**config.mk**
```make
export PLATFORM = sky130hd
export DESIGN_NAME = subtree_report_collector
export DESIGN_NICKNAME = d
export VERILOG_FILES = /design/src/rtl/subtree_report_collector.sv
export SDC_FILE = /design/constraint.sdc
export NUM_CORES = 1
export LEC_CHECK = 0
export ABC_CLOCK_PERIOD_IN_PS = 6200
export BUFFER_PORTS_ARGS = -buffer_cell sky130_fd_sc_hd__buf_2
export CAP_MARGIN = 10
export CORE_ASPECT_RATIO = 1.5
export CORE_MARGIN = 3
export CORE_UTILIZATION = 56
export CTS_CLUSTER_SIZE = 28
export DETAILED_ROUTE_END_ITERATION = 8
export GPL_ROUTABILITY_DRIVEN = 0
export GPL_TIMING_DRIVEN = 0
export PLACE_DENSITY = 0.83
export SLEW_MARGIN = 20
export SYNTH_ARGS = -nofsm -noshare
export SYNTH_HDL_FRONTEND = slang
export SYNTH_SLANG_ARGS = --single-unit
```
**constraint.sdc**
```tcl
create_clock -name clk -period 6.2 [get_ports clk]
set_input_delay 0.31 -clock clk [delete_from_list [all_inputs] [get_ports clk]]
set_output_delay 0.31 -clock clk [all_outputs]
set_load 0.01 [all_outputs]
```
**src/rtl/subtree_report_collector.sv**
```systemverilog
// subtree_report_collector: round-robin fan-in of child report streams
// into one registered upstream slot, tagged with the source child index.
module subtree_report_collector #(
    parameter int NUM_CHILD = 5,
    parameter int DATA_W    = 16,
    parameter int IDX_W     = 3,
    parameter int CNT_W     = 16
) (
    input  logic                        clk,
    input  logic                        rst,
    input  logic [NUM_CHILD-1:0]        child_valid,
    input  logic [NUM_CHILD*DATA_W-1:0] child_data,
    output logic [NUM_CHILD-1:0]        child_ready,
    output logic                        up_valid,
    output logic [DATA_W-1:0]           up_data,
    output logic [IDX_W-1:0]            up_src,
    input  logic                        up_ready,
    output logic [CNT_W-1:0]            fwd_count,
    output logic                        fwd_sat
);

    typedef enum logic {
        EMPTY = 1'b0,
        FULL  = 1'b1
    } slot_e;

    localparam logic [IDX_W-1:0] LAST_IDX = IDX_W'(NUM_CHILD - 1);
    localparam logic [CNT_W-1:0] CNT_MAX  = '1;

    slot_e             state;
    slot_e             state_nxt;
    logic [IDX_W-1:0]  last_grant;
    logic              load_ok;
    logic              win_found;
    logic [IDX_W-1:0]  win_idx;
    logic [DATA_W-1:0] win_data;
    logic              child_xfer;
    logic              up_xfer;
    logic [CNT_W-1:0]  cnt_next;

    // Slot can accept when empty or when it drains this same cycle.
    assign load_ok    = (state == EMPTY) || up_ready;
    assign up_xfer    = (state == FULL) && up_ready;
    assign child_xfer = win_found && load_ok;

    // Round-robin scan: first valid child after last_grant wins.
    always_comb begin
        int idx;
        win_found = 1'b0;
        win_idx   = '0;
        idx       = 0;
        for (int k = 1; k <= NUM_CHILD; k++) begin
            idx = (int'(last_grant) + k) % NUM_CHILD;
            for (int i = 0; i < NUM_CHILD; i++) begin
                if (!win_found && (idx == i) && child_valid[i]) begin
                    win_found = 1'b1;
                    win_idx   = IDX_W'(i);
                end
            end
        end
    end

    // Winner data mux and one-hot accept to the winner only.
    always_comb begin
        win_data    = '0;
        child_ready = '0;
        for (int i = 0; i < NUM_CHILD; i++) begin
            if (win_idx == IDX_W'(i)) begin
                win_data = child_data[i*DATA_W +: DATA_W];
            end
            child_ready[i] = load_ok && win_found &&
                             (win_idx == IDX_W'(i));
        end
    end

    // Slot occupancy register.
    always_ff @(posedge clk) begin
        if (rst) begin
            state <= EMPTY;
        end else begin
            state <= state_nxt;
        end
    end

    // Slot next state: refill wins over drain.
    always_comb begin
        state_nxt = state;
        if (child_xfer) begin
            state_nxt = FULL;
        end else if (up_xfer) begin
            state_nxt = EMPTY;
        end
    end

    // Slot output decode.
    always_comb begin
        up_valid = (state == FULL);
    end

    // Payload, tag and priority pointer update on child transfer.
    always_ff @(posedge clk) begin
        if (rst) begin
            up_data    <= '0;
            up_src     <= '0;
            last_grant <= LAST_IDX;
        end else if (child_xfer) begin
            up_data    <= win_data;
            up_src     <= win_idx;
            last_grant <= win_idx;
        end
    end

    assign cnt_next = (fwd_count == CNT_MAX) ? fwd_count
                                             : fwd_count + CNT_W'(1);

    // Saturating forward counter with sticky saturation flag.
    always_ff @(posedge clk) begin
        if (rst) begin
            fwd_count <= '0;
            fwd_sat   <= 1'b0;
        end else if (up_xfer) begin
            fwd_count <= cnt_next;
            if (cnt_next == CNT_MAX) begin
                fwd_sat <= 1'b1;
            end
        end
    end

endmodule

```
==> metrics.md, run 1 <==
| Metric | Value |
|---|---|
| Status | finished, final reports clean |
| Rel. slew slack | 59.2% |
| Worst Hold Class | in2reg |
| YS warnings | 0 |
| CP Capture Type | output port |
| Avg Inst Size Synth | 7.77 um2 |
| 1st-iter DRT viols | 420 |
| Die X-Extent | 86.5 um |
| Latest clock arrival within the worst-skew pair | 0.29 ns |
| Worst stage delay on the critical path | 0.48 ns |
| Crit path cell chain | buf_4, clkbuf_4, inv_1, ha_1, buf_2, o31ai_4, xnor2_2, inv_2, ha_1, nand2b_2, nand3_1, a311oi_2, o21ai_0, or4_1, or3b_1, buf_2, nor2_1, a221o_1, or2_2, nor3_1, buf_2 |
| First-pass GRT wire length | 30000 um |
| Most Used Layer, Global Route | met2 |
| Crit-path slowest cell | dfxtp_2 |
| Crit path top cell by count | buf_2 |
| Total CTS buffers | 5 |
| Clock slew at reported path FFs | 0.06 ns |
| Sequential area share after synthesis | 14.0% |
| Initial antenna violation count | 0 |
| Pin count of the biggest net entering global routing | 15 |
| CTS Sinks | 38 |
| Top cells by area, synth | dfxtp_1 14%, mux2i_1 7.7%, ha_1 6.7% |
| Share of layout cells above drive strength 1 | 27.0% |
| DRC violations left | 0 |
| Post-synth top area share | 14.0% |
| Syn Std Cell Area | 5450 um2 |
| Arr. time, crit path | 5.70 ns |
| Multi-input combinational cell area | 4500 um2 |
| Worst setup path category | reg2out |
| # Max-Cap Violations | 0 |
| Htree depth | 2 |
| Worst path depth | 21 |
| GR Overflow Total | 0 |
| Antenna viol nets, final | 0 |
| Final WS setup | 0.189 ns |
| Synth top cells by count | 49 x nor2_1, 42 x mux2i_1, 40 x nand2_1 |
| Post-Route WL | 18800 um |
| Wirelength per Cell | 19.7 um |
| Clk root buf | clkbuf_16 |
| Die area | 11000 um2 |
| Crit path max-delay family | simple AND/OR/NAND/NOR gates |
| DR vias/cell | 6.80 |
| Yosys top cell by area | dfxtp_1 |
| CP Launch Type | register |
| Max-slew violations | 0 |
| Row cnt | 43 |
| Ys async rst share | 0% |
| Post-Synthesis Cells | 701 |
| Total Routing Usage GR | 33.1% |
| R2r worst-path depth | 25 |
| Met2 usage | 58.9% |
| Ports | 130 |
| Final hold violation count | 0 |
| #FFs+latches synth | 38 |
| Clock Path Buffers | 2 |
| Core Area | 9360 um2 |
| Final min period | 6.01 ns |
| Worst Path Required | 5.89 ns |
| Storage cell area | 767 um2 |
| DP HPWL | 14300 um |
| Synth Net Count | 818 |
| M3 GR Usage | 4.87% |
| M1 GR Usage | 35.2% |
| Final period util | 97.0% |
| Initial core utilization | 58.2% |
| Most used flip-flop cell after synthesis | dfxtp_1 |
| Setup-failing EPs final | 0 |
| Buf/Inv on CP | 7 |
| Critical path peak fanout | 10 |
| Slew @ Worst Pin | 0.608 ns |
| Port buffer count | 127 |
| Chip height | 127 um |
| Pre-CTS setup slack | -1.25 ns |
| Worst clock skew | 0.00570 ns |
| NumNets Final | 961 |
| WHS Path Cells | 3 |
| Layout area overhead | 22.3% |
| Number of synthesized flops with an enable pin | 0 |
| Synth cell types | 95 |
| Drt first pass iters | 7 |
| CTS tree | built |
| # fillers | 764 |
| Vias | 6503 |
| Ant. Diodes | 0 |
| Most common cell in the netlist | nor2_1 |
| Top achievable clock speed | 0.166 GHz |
| Vias in the first global route | 6506 |
cell type report:
cell class	count	area share, %
Clock inverter	1	0.451
Inverter	26	1.61
Clock buffer	6	2.08
Tap cell	112	2.10
Multi-Input combinational cell	583	67.4
Timing Repair Buffer	136	10.6
Sequential cell	38	11.5
Buffer	54	4.24
metal layers:
metal / part of all wire (%) / routed length (um)
met5: 0 / 0
met2: 50 / 9490
met1: 35 / 6670
met3: 7.4 / 1400
met4: 6.7 / 1260
kinds of logic (layout without fill, tap and decap cells):
group	after synthesis	in the layout	share of synthesized area, %
AND/OR/NAND/NOR	262	262	27.6
AO/OA/AOI/OAI	224	224	32.5
buffers and inverters	80	223	6.57
multiplexers	45	45	8.34
flip-flops	38	38	14.0
adder cells (fa/ha/maj)	29	29	6.66
XOR/XNOR	23	23	4.32
worst register-to-register path: cells and delay by family (launching register included):
family / cells / cell delay [ns]
DFF: 1 / 0.41
and+or+nand+nor: 7 / 1.73
muxes: 1 / 0.30
buffers and inverters: 10 / 1.72
AOI/OAI and AO/OA: 4 / 0.85
adders and majority gates: 3 / 0.79
what timing repair did:
action | CTS | global route
pin swaps | 2 | 3
setup endpoints to repair | 26 | 24
resized for setup | 25 | 24
hold buffers | 0 | 0
setup buffers | 3 | 6
final timing paths:
path / endpoint / start / slack (ns)
worst max-delay path: child_ready[2] / last_grant[2]$_SDFFE_PP1P_ / 0.19
worst max register to register: up_data[15]$_SDFFE_PP0P_ / up_src[0]$_SDFFE_PP0P_ / 0.34
worst min register to register: fwd_sat$_SDFFE_PP0P_ / fwd_sat$_SDFFE_PP0P_ / 0.52
worst min-delay path: up_data[7]$_SDFFE_PP0P_ / child_data[55] / 0.34
through the flow:
step           utilization, %  cell area (um2)  hold WS [ns]  cells   TNS, ns
2_1_floorplan               -             5450         0.506    701         0
3_3_place_gp             66.5             6220         0.480    940    -19.80
3_5_place_dp             66.5             6220         0.498    940    -22.89
4_1_cts                  69.7             6530         0.339    950         0
5_1_grt                  71.2             6670         0.364    956  -0.00602
6_report                 71.2             6670         0.343    956         0
sequential cells by signal, indices dropped and copies added (netlist names):
signal	cells
up_valid	1
fwd_sat	1
last_grant	1
fwd_count	16
up_src	3
up_data	16
layout by cell type, fill, tap and decap left out, types with 5 or more instances in the layout:
master	count
nand2_1	40
xnor2_1	8
ha_1	26
o211ai_1	8
o21ai_0	33
clkbuf_16	5
buf_4	17
dfxtp_1	35
and2_1	7
inv_1	21
nand3_1	23
nor3b_1	36
nand2b_1	9
nor2b_1	11
a21boi_0	5
xor2_1	11
a21oi_1	20
a2111oi_0	5
o221ai_2	10
nor2_1	48
mux2i_1	42
a21o_1	18
o221ai_1	9
nor3_1	14
and3_1	17
a211oi_1	14
buf_2	142
o2111ai_1	20
clkbuf_1	23
o31ai_1	8
o21a_1	5
nand4_1	9
nor4_1	8
or3_1	6
Power of run 1 is not shown: default switching activity piles up to over one toggle a cycle in this logic, so the estimate is an artifact.
==> run 2, diff against run 1 <==
CELL_PAD_IN_SITES_DETAIL_PLACEMENT = 1   (was unset)
CELL_PAD_IN_SITES_GLOBAL_PLACEMENT = 1   (was unset)
CORE_UTILIZATION = 40   (was 56)
PLACE_DENSITY = unset   (was 0.83)
PLACE_DENSITY_LB_ADDON = 0.1   (was unset)
==> run 2 against run 1 <==
  * Critical path depth did not move
  * Hold slack got worse by 0.0056 ns
  * Sequential cell count unchanged
  * Sequential share of layout area down 0.20 points
  * Clock-buffer cell count did not move
  * Critical endpoint unchanged
==> metrics.md, run 2 (synthesis results as in run 1) <==
| Metric | Value |
|---|---|
| Status | finished, final reports clean |
| Share of layout cells above drive strength 1 | 28.3% (+1.3 points) |
| DR vias/cell | 6.30 (-7.3%) |
| Crit-path slowest cell | dfxtp_2 |
| First-pass GRT wire length | 34100 um (+13%) |
| Worst setup path category | reg2out |
| 1st-iter DRT viols | 161 (-62%) |
| HP Start | child_data[57] |
| Clock Path Buffers | 2 (unchanged) |
| Initial antenna violation count | 2 (+2) |
| Htree depth | 2 (unchanged) |
| Drt first pass iters | 4 (-3) |
| Vias | 6334 (-2.6%) |
| Slew @ Worst Pin | 0.611 ns (+0.00294 ns) |
| Clk root buf | clkbuf_16 |
| Worst reg2reg setup slack | 0.32 ns (-0.02 ns) |
| Critical R2R Launch | up_src[0]$_SDFFE_PP0P_ |
| Worst Hold Class | in2reg |
| Crit path max-delay family | simple AND/OR/NAND/NOR gates |
| Top achievable clock speed | 0.169 GHz (+1.5%) |
| DP HPWL | 17100 um (+19%) |
| Layout area overhead | 24.5% |
| Chip height | 149 um (+17%) |
| CTS Sinks | 38 (unchanged) |
| Port buffer count | 127 (unchanged) |
| Die X-Extent | 101 um (+17%) |
| Total Routing Usage GR | 28.0% (-5.1 points) |
| Wirelength per Cell | 21.4 um (+8.9%) |
| Arr. time, crit path | 5.61 ns (-0.09 ns) |
| Hold slack | 0.337 ns (-0.00560 ns) |
| Crit path cell chain | buf_6, clkinv_4, clkbuf_8, ha_4, buf_4, clkinvlp_4, ha_1, or3b_1, o22ai_2, or2_4, ha_1, nor2_2, o32ai_4, mux2i_2, o211ai_1, and4b_1, and3_1, a221o_1, or2_2, nor3_1, buf_2 |
| Worst Path Required | 5.89 ns (about the same) |
| Row cnt | 51 (+19%) |
| Total CTS buffers | 5 (unchanged) |
| Ports | 130 (unchanged) |
| Max-slew violations | 0 (unchanged) |
| Clock slew at reported path FFs | 0.06 ns (about the same) |
| # Max-Cap Violations | 0 (unchanged) |
| Final period util | 95.5% (-1.5 points) |
| Post-Route WL | 21600 um (+15%) |
| Die area | 15100 um2 (+37%) |
| Antenna viol nets, final | 0 (unchanged) |
| DRC violations left | 0 (unchanged) |
| WHS Path Cells | 3 (unchanged) |
| Final hold violation count | 0 (unchanged) |
| Worst stage delay on the critical path | 0.42 ns (-0.06 ns) |
| RSZ-0062 raised after global routing | false |
| Crit path top cell by count | ha_1 |
| Worst clock skew | 0.00394 ns (-0.00177 ns) |
| CP Launch Type | register |
| NumNets Final | 961 (unchanged) |
| R2r worst-path depth | 24 (-4.0%) |
| Final min period | 5.92 ns (-0.0914 ns) |
| Setup-failing EPs final | 0 (unchanged) |
| Top flop regs | fwd_count x16, up_data x16, up_src x3 |
| Hold Path End | up_data[9]$_SDFFE_PP0P_ |
| Vias in the first global route | 6549 (+0.66%) |
| Pin count of the biggest net entering global routing | 15 (unchanged) |
| Initial core utilization | 41.5% (-17 points) |
| Most frequent cells in the layout | 140 x buf_2, 48 x nor2_1, 41 x mux2i_1 |
| Buf/Inv on CP | 6 (-1) |
| CTS tree | built |
| Latest clock arrival within the worst-skew pair | 0.29 ns (about the same) |
| Rel. slew slack | 59.3% (about the same) |
| GR Overflow Total | 0 (unchanged) |
| CP Capture Type | output port |
| Core Area | 13100 um2 (+40%) |
| Critical path peak fanout | 13 (+3) |
| Most common library cell in the layout ignoring fill and taps | buf_2 |
| Worst reg2reg endpoint | up_data[15]$_SDFFE_PP0P_ |
run 2: worst max path at each step:
stage                                 startpoint              to  slack [ns]  cells past startpoint
final                     up_src[0]$_SDFFE_PP0P_  child_ready[2]        0.28                     21
after global routing      up_src[1]$_SDFFE_PP0P_  child_ready[2]       0.007                     20
after CTS                 up_src[0]$_SDFFE_PP0P_  child_ready[3]        0.01                     22
after detailed placement  up_src[0]$_SDFFE_PP0P_  child_ready[0]       -1.47                     23
after global placement    up_src[0]$_SDFFE_PP0P_  child_ready[0]       -1.36                     23
after floorplan           up_src[0]$_SDFFE_PP0P_  child_ready[0]        0.53                     22
run 2: final cells by class:
type / count / area (um2)
clock buffer: 6 / 139
tap: 159 / 199
clock inverter: 1 / 30.0
sequential: 38 / 767
antenna: 2 / 5.00
buffer: 53 / 297
multi-input combinational: 583 / 4530
inverter: 26 / 108
timing repair buffer: 137 / 711
fill: 1678 / 6360
run 2: stage by stage:
stage / utilization, % / setup slack, ns / setup TNS (ns) / cell area (um2) / instances
finish: 51.6 / 0.280 / 0 / 6780 / 1005
global route: 51.6 / 0.00720 / 0 / 6780 / 1005
CTS: 50.4 / 0.0142 / 0 / 6630 / 1002
detailed placement: 47.8 / -1.47 / -29.45 / 6280 / 987
global placement: 47.8 / -1.36 / -26.11 / 6280 / 987
floorplan: - / 0.526 / 0 / 5450 / 701
run 2: layer usage:
layer,track usage [%],up-vias,wire [um],share of wire (%)
met4,12.4,0,920,4.3
met3,3.32,52,863,4.0
li1,-,3012,-,-
met2,53.1,168,11700,54
met1,30.2,3102,8090,38
met5,0,-,0,0
run 2: worst register-to-register path: stages, from the launching register on:
cell and delay (ns):
dfxtp_2 0.42, buf_6 0.17, clkinv_4 0.13, clkbuf_8 0.23, ha_4 0.33, buf_4 0.20, clkinvlp_4 0.10, ha_1 0.24
or3b_1 0.39, o22ai_2 0.19, or2_4 0.18, ha_1 0.18, nor2_2 0.06, o32ai_4 0.38, mux2i_2 0.32, o211ai_1 0.21
buf_4 0.19, and3_1 0.17, and4_4 0.20, buf_6 0.14, nor4_4 0.34, or4b_1 0.46, buf_2 0.19, buf_6 0.18
o221ai_2 0.18
run 2: what timing repair did:
action | in CTS | in global routing
buffers inserted | 8 | 2
resized for setup | 28 | 35
setup endpoints to repair | 26 | 24
pin swaps | 4 | 4
hold buffers | 0 | 0
endpoints found under the hold margin | 0 | 0
Power of run 2 is left out for the same reason.
